`src/rtl/frame_pos_scheduler_if.sv`:
```
// Bus between the position source/monitor side and the frame position scheduler.
interface frame_pos_scheduler_if #(
    parameter int CORDW      = 10,
    parameter int FIFO_DEPTH = 4
);
    localparam int LVLW = $clog2(FIFO_DEPTH) + 1;

    logic             i_valid;
    logic [CORDW-1:0] i_data;
    logic [CORDW-1:0] i_sx;
    logic [CORDW-1:0] i_sy;
    logic             i_clr_ovf;
    logic [CORDW-1:0] o_pos;
    logic             o_pos_update;
    logic [LVLW-1:0]  o_fifo_level;
    logic             o_fifo_full;
    logic             o_overflow;
    logic             o_busy;

    modport master (
        output i_valid, i_data, i_sx, i_sy, i_clr_ovf,
        input  o_pos, o_pos_update, o_fifo_level, o_fifo_full, o_overflow, o_busy
    );

    modport slave (
        input  i_valid, i_data, i_sx, i_sy, i_clr_ovf,
        output o_pos, o_pos_update, o_fifo_level, o_fifo_full, o_overflow, o_busy
    );
endinterface

```
`src/rtl/frame_pos_scheduler.sv`:
```
// Queues position commands and applies them once per frame at vertical
// blanking, rate-limited to MAX_STEP lines per frame.
module frame_pos_scheduler #(
    parameter int CORDW      = 10,
    parameter int FIFO_DEPTH = 4,
    parameter int MAX_STEP   = 8,
    parameter int POS_MAX    = 479,
    parameter int POS_RESET  = 240,
    parameter int SY_COMMIT  = 480
) (
    input  logic                  i_clk,
    input  logic                  n_btn_rst,
    frame_pos_scheduler_if.slave  bus
);
    localparam int PTRW = $clog2(FIFO_DEPTH);
    localparam int LVLW = PTRW + 1;

    typedef enum logic {S_IDLE, S_MOVE} state_t;

    state_t           state_q, state_d;
    logic [CORDW-1:0] pos_q, pos_d;
    logic [CORDW-1:0] target_q, target_d;
    logic [CORDW-1:0] mem_q [FIFO_DEPTH];
    logic [PTRW-1:0]  rd_ptr_q, rd_ptr_d;
    logic [PTRW-1:0]  wr_ptr_q, wr_ptr_d;
    logic [LVLW-1:0]  level_q, level_d;
    logic             ovf_q, ovf_d;
    logic             upd_q, upd_d;
    logic             tick_q, tick_d;

    logic             full, empty, pop, push, drop;
    logic [CORDW-1:0] wdata, eff_target, diff;

    // FIFO handshake decode; a tick pop frees a slot for a coincident push
    always_comb begin
        full   = (level_q == LVLW'(FIFO_DEPTH));
        empty  = (level_q == '0);
        tick_d = (bus.i_sx == '0) && (bus.i_sy == CORDW'(SY_COMMIT));
        pop    = tick_q && (state_q == S_IDLE) && !empty;
        push   = bus.i_valid && (!full || pop);
        drop   = bus.i_valid && full && !pop;
        wdata  = (bus.i_data > CORDW'(POS_MAX)) ? CORDW'(POS_MAX) : bus.i_data;
    end

    // FIFO pointer, level and sticky overflow next-state
    always_comb begin
        rd_ptr_d = pop  ? rd_ptr_q + PTRW'(1) : rd_ptr_q;
        wr_ptr_d = push ? wr_ptr_q + PTRW'(1) : wr_ptr_q;
        level_d  = level_q;
        if (push && !pop) begin
            level_d = level_q + LVLW'(1);
        end else if (pop && !push) begin
            level_d = level_q - LVLW'(1);
        end
        ovf_d = ovf_q;
        if (drop) begin
            ovf_d = 1'b1;
        end else if (bus.i_clr_ovf) begin
            ovf_d = 1'b0;
        end
    end

    // Next-state and rate-limited step, evaluated only on the frame tick
    always_comb begin
        state_d    = state_q;
        pos_d      = pos_q;
        target_d   = target_q;
        upd_d      = 1'b0;
        eff_target = target_q;
        diff       = '0;
        if (tick_q) begin
            if (pop) begin
                eff_target = mem_q[rd_ptr_q];
                target_d   = eff_target;
            end
            if (eff_target > pos_q) begin
                diff  = eff_target - pos_q;
                pos_d = pos_q + ((diff > CORDW'(MAX_STEP)) ? CORDW'(MAX_STEP) : diff);
            end else if (eff_target < pos_q) begin
                diff  = pos_q - eff_target;
                pos_d = pos_q - ((diff > CORDW'(MAX_STEP)) ? CORDW'(MAX_STEP) : diff);
            end
            upd_d   = (pos_d != pos_q);
            state_d = (pos_d == eff_target) ? S_IDLE : S_MOVE;
        end
    end

    // State, position and control registers
    always_ff @(posedge i_clk or negedge n_btn_rst) begin
        if (!n_btn_rst) begin
            state_q  <= S_IDLE;
            pos_q    <= CORDW'(POS_RESET);
            target_q <= CORDW'(POS_RESET);
            rd_ptr_q <= '0;
            wr_ptr_q <= '0;
            level_q  <= '0;
            ovf_q    <= 1'b0;
            upd_q    <= 1'b0;
            tick_q   <= 1'b0;
        end else begin
            state_q  <= state_d;
            pos_q    <= pos_d;
            target_q <= target_d;
            rd_ptr_q <= rd_ptr_d;
            wr_ptr_q <= wr_ptr_d;
            level_q  <= level_d;
            ovf_q    <= ovf_d;
            upd_q    <= upd_d;
            tick_q   <= tick_d;
        end
    end

    // FIFO storage; contents are don't-care while the level says empty
    always_ff @(posedge i_clk) begin
        if (push) begin
            mem_q[wr_ptr_q] <= wdata;
        end
    end

    assign bus.o_pos        = pos_q;
    assign bus.o_pos_update = upd_q;
    assign bus.o_fifo_level = level_q;
    assign bus.o_fifo_full  = full;
    assign bus.o_overflow   = ovf_q;
    assign bus.o_busy       = (state_q == S_MOVE) || !empty;
endmodule
```
`src/flat_wrapper.sv`:
```
// flat-port wrapper written by rule: the top's interface ports become plain ports
module frame_pos_scheduler_flat 
#(
    parameter int CORDW      = 10,
    parameter int FIFO_DEPTH = 4,
    parameter int MAX_STEP   = 8,
    parameter int POS_MAX    = 479,
    parameter int POS_RESET  = 240,
    parameter int SY_COMMIT  = 480
)
  (i_clk, n_btn_rst, bus_i_valid, bus_i_data, bus_i_sx, bus_i_sy, bus_i_clr_ovf, bus_o_pos, bus_o_pos_update, bus_o_fifo_level, bus_o_fifo_full, bus_o_overflow, bus_o_busy);
  frame_pos_scheduler_if #(.CORDW(CORDW), .FIFO_DEPTH(FIFO_DEPTH)) bus_i ();
  input  logic i_clk;
  input  logic n_btn_rst;
  input wire logic [$bits(bus_i.i_valid)-1:0] bus_i_valid;
  input wire logic [$bits(bus_i.i_data)-1:0] bus_i_data;
  input wire logic [$bits(bus_i.i_sx)-1:0] bus_i_sx;
  input wire logic [$bits(bus_i.i_sy)-1:0] bus_i_sy;
  input wire logic [$bits(bus_i.i_clr_ovf)-1:0] bus_i_clr_ovf;
  output wire logic [$bits(bus_i.o_pos)-1:0] bus_o_pos;
  output wire logic [$bits(bus_i.o_pos_update)-1:0] bus_o_pos_update;
  output wire logic [$bits(bus_i.o_fifo_level)-1:0] bus_o_fifo_level;
  output wire logic [$bits(bus_i.o_fifo_full)-1:0] bus_o_fifo_full;
  output wire logic [$bits(bus_i.o_overflow)-1:0] bus_o_overflow;
  output wire logic [$bits(bus_i.o_busy)-1:0] bus_o_busy;
  assign bus_i.i_valid = bus_i_valid;
  assign bus_i.i_data = bus_i_data;
  assign bus_i.i_sx = bus_i_sx;
  assign bus_i.i_sy = bus_i_sy;
  assign bus_i.i_clr_ovf = bus_i_clr_ovf;
  assign bus_o_pos = bus_i.o_pos;
  assign bus_o_pos_update = bus_i.o_pos_update;
  assign bus_o_fifo_level = bus_i.o_fifo_level;
  assign bus_o_fifo_full = bus_i.o_fifo_full;
  assign bus_o_overflow = bus_i.o_overflow;
  assign bus_o_busy = bus_i.o_busy;
  frame_pos_scheduler #(.CORDW(CORDW), .FIFO_DEPTH(FIFO_DEPTH), .MAX_STEP(MAX_STEP), .POS_MAX(POS_MAX), .POS_RESET(POS_RESET), .SY_COMMIT(SY_COMMIT)) u_core (.i_clk(i_clk), .n_btn_rst(n_btn_rst), .bus(bus_i));
endmodule
```
`config.mk`:
```
export PLATFORM = sky130hd
export DESIGN_NAME = frame_pos_scheduler_flat
export DESIGN_NICKNAME = d
export VERILOG_FILES = /design/src/rtl/frame_pos_scheduler_if.sv /design/src/rtl/frame_pos_scheduler.sv /design/src/flat_wrapper.sv
export SDC_FILE = /design/constraint.sdc
export NUM_CORES = 1
export LEC_CHECK = 0
export BUFFER_PORTS_ARGS = -buffer_cell sky130_fd_sc_hd__buf_4
export CAP_MARGIN = 20
export CORE_UTILIZATION = 61
export DETAILED_ROUTE_END_ITERATION = 8
export MAX_ROUTING_LAYER = met4
export PLACE_DENSITY = 0.88
export SYNTH_ARGS = -nofsm -noshare
export SYNTH_HDL_FRONTEND = slang
export SYNTH_SLANG_ARGS = --single-unit
```
`constraint.sdc`:
```
create_clock -name i_clk -period 7.9 [get_ports i_clk]
set_input_delay 1.58 -clock i_clk [delete_from_list [all_inputs] [get_ports i_clk]]
set_output_delay 1.58 -clock i_clk [all_outputs]
set_load 0.05 [all_outputs]
```
==> implementation parameters <==
Parameter                              Value

Job
  Count of max-cap constraint violations    0

Timing
  Maximum clock frequency    0.1398 GHz
  Setup Total Neg Slack    0 ns
  Tcrit/Tclk final    90.53%
  RSZ-0062 raised after global routing    no
  Worst rel slew slack    40.69%
  Count of endpoints failing hold in the final timing report    0
  Final-report max-slew violation count    0
  Setup violations, final    0
  Transition time at the pin with the least slew margin    0.8896 ns
  Worst clock skew    0.01047 ns
  Minimum clock period after layout    7.152 ns

Die
  Floorplan die width    97.24 µm
  Die Height    97.24 µm
  Starting density of the core    63.14%
  Placeable core region    0.008763 mm²
  Cell row count    34
  Die area    0.009455 mm²
  Number of top-level pins    51

Synthesis
  Complex-gate fraction of the synthesized area    18.63%
  Share of the synthesized netlist area taken by xor and xnor gates    6.807%
  Number of flops mapped to enable cells by yosys    40
  Number of storage elements in the synthesis netlist    71
  Sequential-to-total area share from yosys stat    35.91%
  Async set-reset flop share out of synthesis    43.66%
  Mapped Area    0.005533 mm²
  Ys Warns    0
  Post-Synth Adder-Cell Area    10.63%
  Post-synthesis cell type count    72
  Main combinational cell family by area after synthesis    compound AO/OA/AOI/OAI gates
  Post-Synthesis Cells    582
  Mux share of post-synthesis cell area    6.264%
  Primary flip-flop cell chosen by synthesis mapping    sky130_fd_sc_hd__edfxtp_1
  Average instance area after synthesis    9.507 µm²
  Synth Area in Simple Gates    17.89%

Setup path
  WP data arrival    7.38 ns
  Crit path kind    flip-flop to flip-flop
  Type of origin of the critical path    flip-flop
  Largest fanout on the critical path    19
  Crit. End Element    flip-flop
  Flop-to-flop setup slack    0.75 ns
  Required time reported for the critical path endpoint    8.13 ns

Global routing
  Vias in the first global route    4814
  Total GRT Usage    32.51%
  Global-route wire length before repair    23650 µm
  Antenna violations before repair    0
  Remaining Overflow, GRT    0
  Maximum number of pins on one net before global-route repair    32

Routing
  WL per Instance    19.34 µm
  1st-iter DRT viols    320
  Count of vias placed by the detailed router    4812
  Post-DR vias/cell    6.399
  Total DRC errors in the routed layout    0
  Antenna-violating nets left    0
  First-pass iteration count of the detailed router    5
  Sum of routed wire length over all layers    14540 µm

CTS
  Setup repair bufs after CTS    0
  Num CTS Buffers    9
  Htree depth    3
  Clk Tree Root Cell    sky130_fd_sc_hd__clkbuf_8
  Source-to-sink clock delay at the later pin of the worst-skew pair    0.35 ns
  Hold buffers post-CTS    0
  Max clock buf depth    2
  CTS clock-pin slew for the worst setup and hold paths    0.08 ns
  CTS sink count    71
  Resized Gates After CTS    0
  TritonCTS clock tree    built

Power
  Pwr/cell area    163.4 mW/mm²
  Worst supply voltage drop on vdd    0.0002073 V
  Pleak    0.002574 µW

Placement
  Number of buffer cells added on primary ports    50
  Placed wire-length estimate after detailed placement    11090 µm
  RePlAce Congestion    1.015
  Placed Area    0.006047 mm²

Layout
  Syn-to-layout area delta    13.34%
  Final core occ    71.56%
  Multi-input gate area in the final layout    0.003392 mm²
  Post-route design area    0.006271 mm²
  Number of inserted diodes    0
  FF+latch area    0.001987 mm²
  Fill cell instance count of the final layout    664
  Post-layout net count    717
  Fraction of final layout cells sized beyond drive strength 1    16.30%

Worst hold path
  Class of the tightest hold or removal check    flip-flop to flip-flop

Status
  Result of the run    finished clean
registers in the layout, indices dropped and copies added (netlist names):
| signal | flops |
|---|---|
| u_core.mem_q | 40 |
| u_core.bus.o_pos | 10 |
| u_core.target_q | 10 |
| u_core.bus.o_fifo_level | 3 |
| u_core.rd_ptr_q | 2 |
| u_core.wr_ptr_q | 2 |
| u_core.bus.o_overflow | 1 |
| u_core.bus.o_pos_update | 1 |
| u_core.state_q | 1 |
| u_core.tick_q | 1 |
cell usage in the layout (no fill, tap or decap), types with 7 or more instances in the layout:
cell,Yosys,layout
sky130_fd_sc_hd__dfstp_2,8,8
sky130_fd_sc_hd__o21ai_0,23,23
sky130_fd_sc_hd__mux2i_1,11,11
sky130_fd_sc_hd__conb_1,2,14
sky130_fd_sc_hd__xnor2_1,31,31
sky130_fd_sc_hd__inv_1,34,34
sky130_fd_sc_hd__nor4_1,8,8
sky130_fd_sc_hd__dfrtp_1,23,23
sky130_fd_sc_hd__xor2_1,12,12
sky130_fd_sc_hd__nor3_1,9,9
sky130_fd_sc_hd__or3_1,8,8
sky130_fd_sc_hd__nor2_1,37,37
sky130_fd_sc_hd__nand2_1,62,62
sky130_fd_sc_hd__nor2b_1,8,8
sky130_fd_sc_hd__ha_1,39,39
sky130_fd_sc_hd__and2_1,7,7
sky130_fd_sc_hd__nand2b_1,16,16
sky130_fd_sc_hd__or2_2,7,7
sky130_fd_sc_hd__clkbuf_8,0,9
sky130_fd_sc_hd__nand3_1,10,10
sky130_fd_sc_hd__a21oi_1,39,39
sky130_fd_sc_hd__buf_4,0,54
sky130_fd_sc_hd__a211oi_1,8,8
sky130_fd_sc_hd__edfxtp_1,40,40
sky130_fd_sc_hd__mux4_2,10,10
sky130_fd_sc_hd__a21o_1,9,9
area by class of cell:
cell class,instances,area share (%)
clock buffer,9,1.975
clock inverter,7,1.516
inverter,34,2.035
multi-input combinational,468,54.09
sequential,71,31.68
tap,108,2.155
timing repair buffer,55,6.544
Yosys cell counts, types with 7 or more instances:
library cell | n | share of area [%]
sky130_fd_sc_hd__nand2_1 | 62 | 4.2
sky130_fd_sc_hd__edfxtp_1 | 40 | 22
sky130_fd_sc_hd__a21oi_1 | 39 | 3.5
sky130_fd_sc_hd__ha_1 | 39 | 8.8
sky130_fd_sc_hd__nor2_1 | 37 | 2.5
sky130_fd_sc_hd__inv_1 | 34 | 2.3
sky130_fd_sc_hd__xnor2_1 | 31 | 4.9
sky130_fd_sc_hd__dfrtp_1 | 23 | 10
sky130_fd_sc_hd__o21ai_0 | 23 | 2.1
sky130_fd_sc_hd__clkbuf_1 | 17 | 1.2
sky130_fd_sc_hd__nand2b_1 | 16 | 1.8
sky130_fd_sc_hd__xor2_1 | 12 | 1.9
sky130_fd_sc_hd__mux2i_1 | 11 | 2.0
sky130_fd_sc_hd__mux4_2 | 10 | 4.1
sky130_fd_sc_hd__nand3_1 | 10 | 0.90
sky130_fd_sc_hd__a21o_1 | 9 | 1.2
sky130_fd_sc_hd__nor3_1 | 9 | 0.81
sky130_fd_sc_hd__a211oi_1 | 8 | 1.1
sky130_fd_sc_hd__dfstp_2 | 8 | 3.8
sky130_fd_sc_hd__nor2b_1 | 8 | 0.90
sky130_fd_sc_hd__nor4_1 | 8 | 0.90
sky130_fd_sc_hd__or3_1 | 8 | 0.90
sky130_fd_sc_hd__and2_1 | 7 | 0.79
sky130_fd_sc_hd__or2_2 | 7 | 0.79
per-stage QoR:
| step | std cells | hold slack [ns] | setup slack (ns) | power [µW] |
|---|---|---|---|---|
| final | 752 | 0.4876 | 0.7482 | 1025 |
| after global routing | 752 | 0.5066 | 0.2296 | 1067 |
| after CTS | 751 | 0.4837 | 0.8192 | 1027 |
| after detailed placement | 735 | 0.4617 | 0.8539 | 708.6 |
| after global placement | 735 | 0.4521 | 1.148 | 694.5 |
| after floorplan | 594 | 0.4394 | 1.526 | 632.2 |
cell families after synthesis:
family | Yosys count
fa+ha+maj | 44
simple gates | 196
other cells | 2
mux | 22
buf+inv | 55
flops | 71
xor+xnor | 43
compound gates | 149
final timing paths:
kind	startpoint	to	cells after the start
max	u_core.rd_ptr_q[0]	u_core.bus.o_pos_update	21
min	u_core.target_q[0]	u_core.target_q[0]	2
max reg2reg	u_core.rd_ptr_q[0]	u_core.bus.o_pos_update	21
min reg2reg	u_core.target_q[0]	u_core.target_q[0]	2
max in group asynchronous	n_btn_rst	u_core.bus.o_pos[5]	1
min in group asynchronous	n_btn_rst	u_core.bus.o_overflow	1
per-layer routing:
| metal | part of all wire [%] | global-route usage (%) | up-vias | wire length, µm |
|---|---|---|---|---|
| met5 | 0 | - | - | 0 |
| met4 | 2.9 | 12.44 | 0 | 419 |
| met1 | 41 | 40.24 | 2305 | 5956 |
| met3 | 6.3 | 4.892 | 41 | 909 |
| li1 | - | - | 2232 | - |
| met2 | 50 | 54.17 | 234 | 7258 |
critical path, stage by stage, from the launching register on:
cell	delay [ns]
sky130_fd_sc_hd__dfrtp_1	0.78
sky130_fd_sc_hd__mux4_2	0.59
sky130_fd_sc_hd__mux2i_1	0.31
sky130_fd_sc_hd__inv_1	0.14
sky130_fd_sc_hd__ha_1	0.67
sky130_fd_sc_hd__and3_1	0.30
sky130_fd_sc_hd__a2111oi_0	0.08
sky130_fd_sc_hd__a2111oi_0	0.46
sky130_fd_sc_hd__o311ai_1	0.22
sky130_fd_sc_hd__a2111o_1	0.47
sky130_fd_sc_hd__or3_1	0.38
sky130_fd_sc_hd__fa_1	0.45
sky130_fd_sc_hd__a21oi_1	0.22
sky130_fd_sc_hd__o211ai_1	0.12
sky130_fd_sc_hd__a21oi_1	0.25
sky130_fd_sc_hd__xnor2_1	0.15
sky130_fd_sc_hd__nor2_1	0.05
sky130_fd_sc_hd__a21oi_1	0.33
sky130_fd_sc_hd__xnor2_1	0.11
sky130_fd_sc_hd__a2111oi_0	0.39
sky130_fd_sc_hd__nand4_1	0.16
sky130_fd_sc_hd__o41a_1	0.39
power breakdown:
group | internal [µW] | total [µW] | leakage, µW | switching, µW
clock network | 179 | 322 | 0.000112 | 143
registers | 452 | 482 | 0.000733 | 30.1
logic | 83.7 | 220 | 0.00173 | 137
Power figures use the tool's default switching activity.
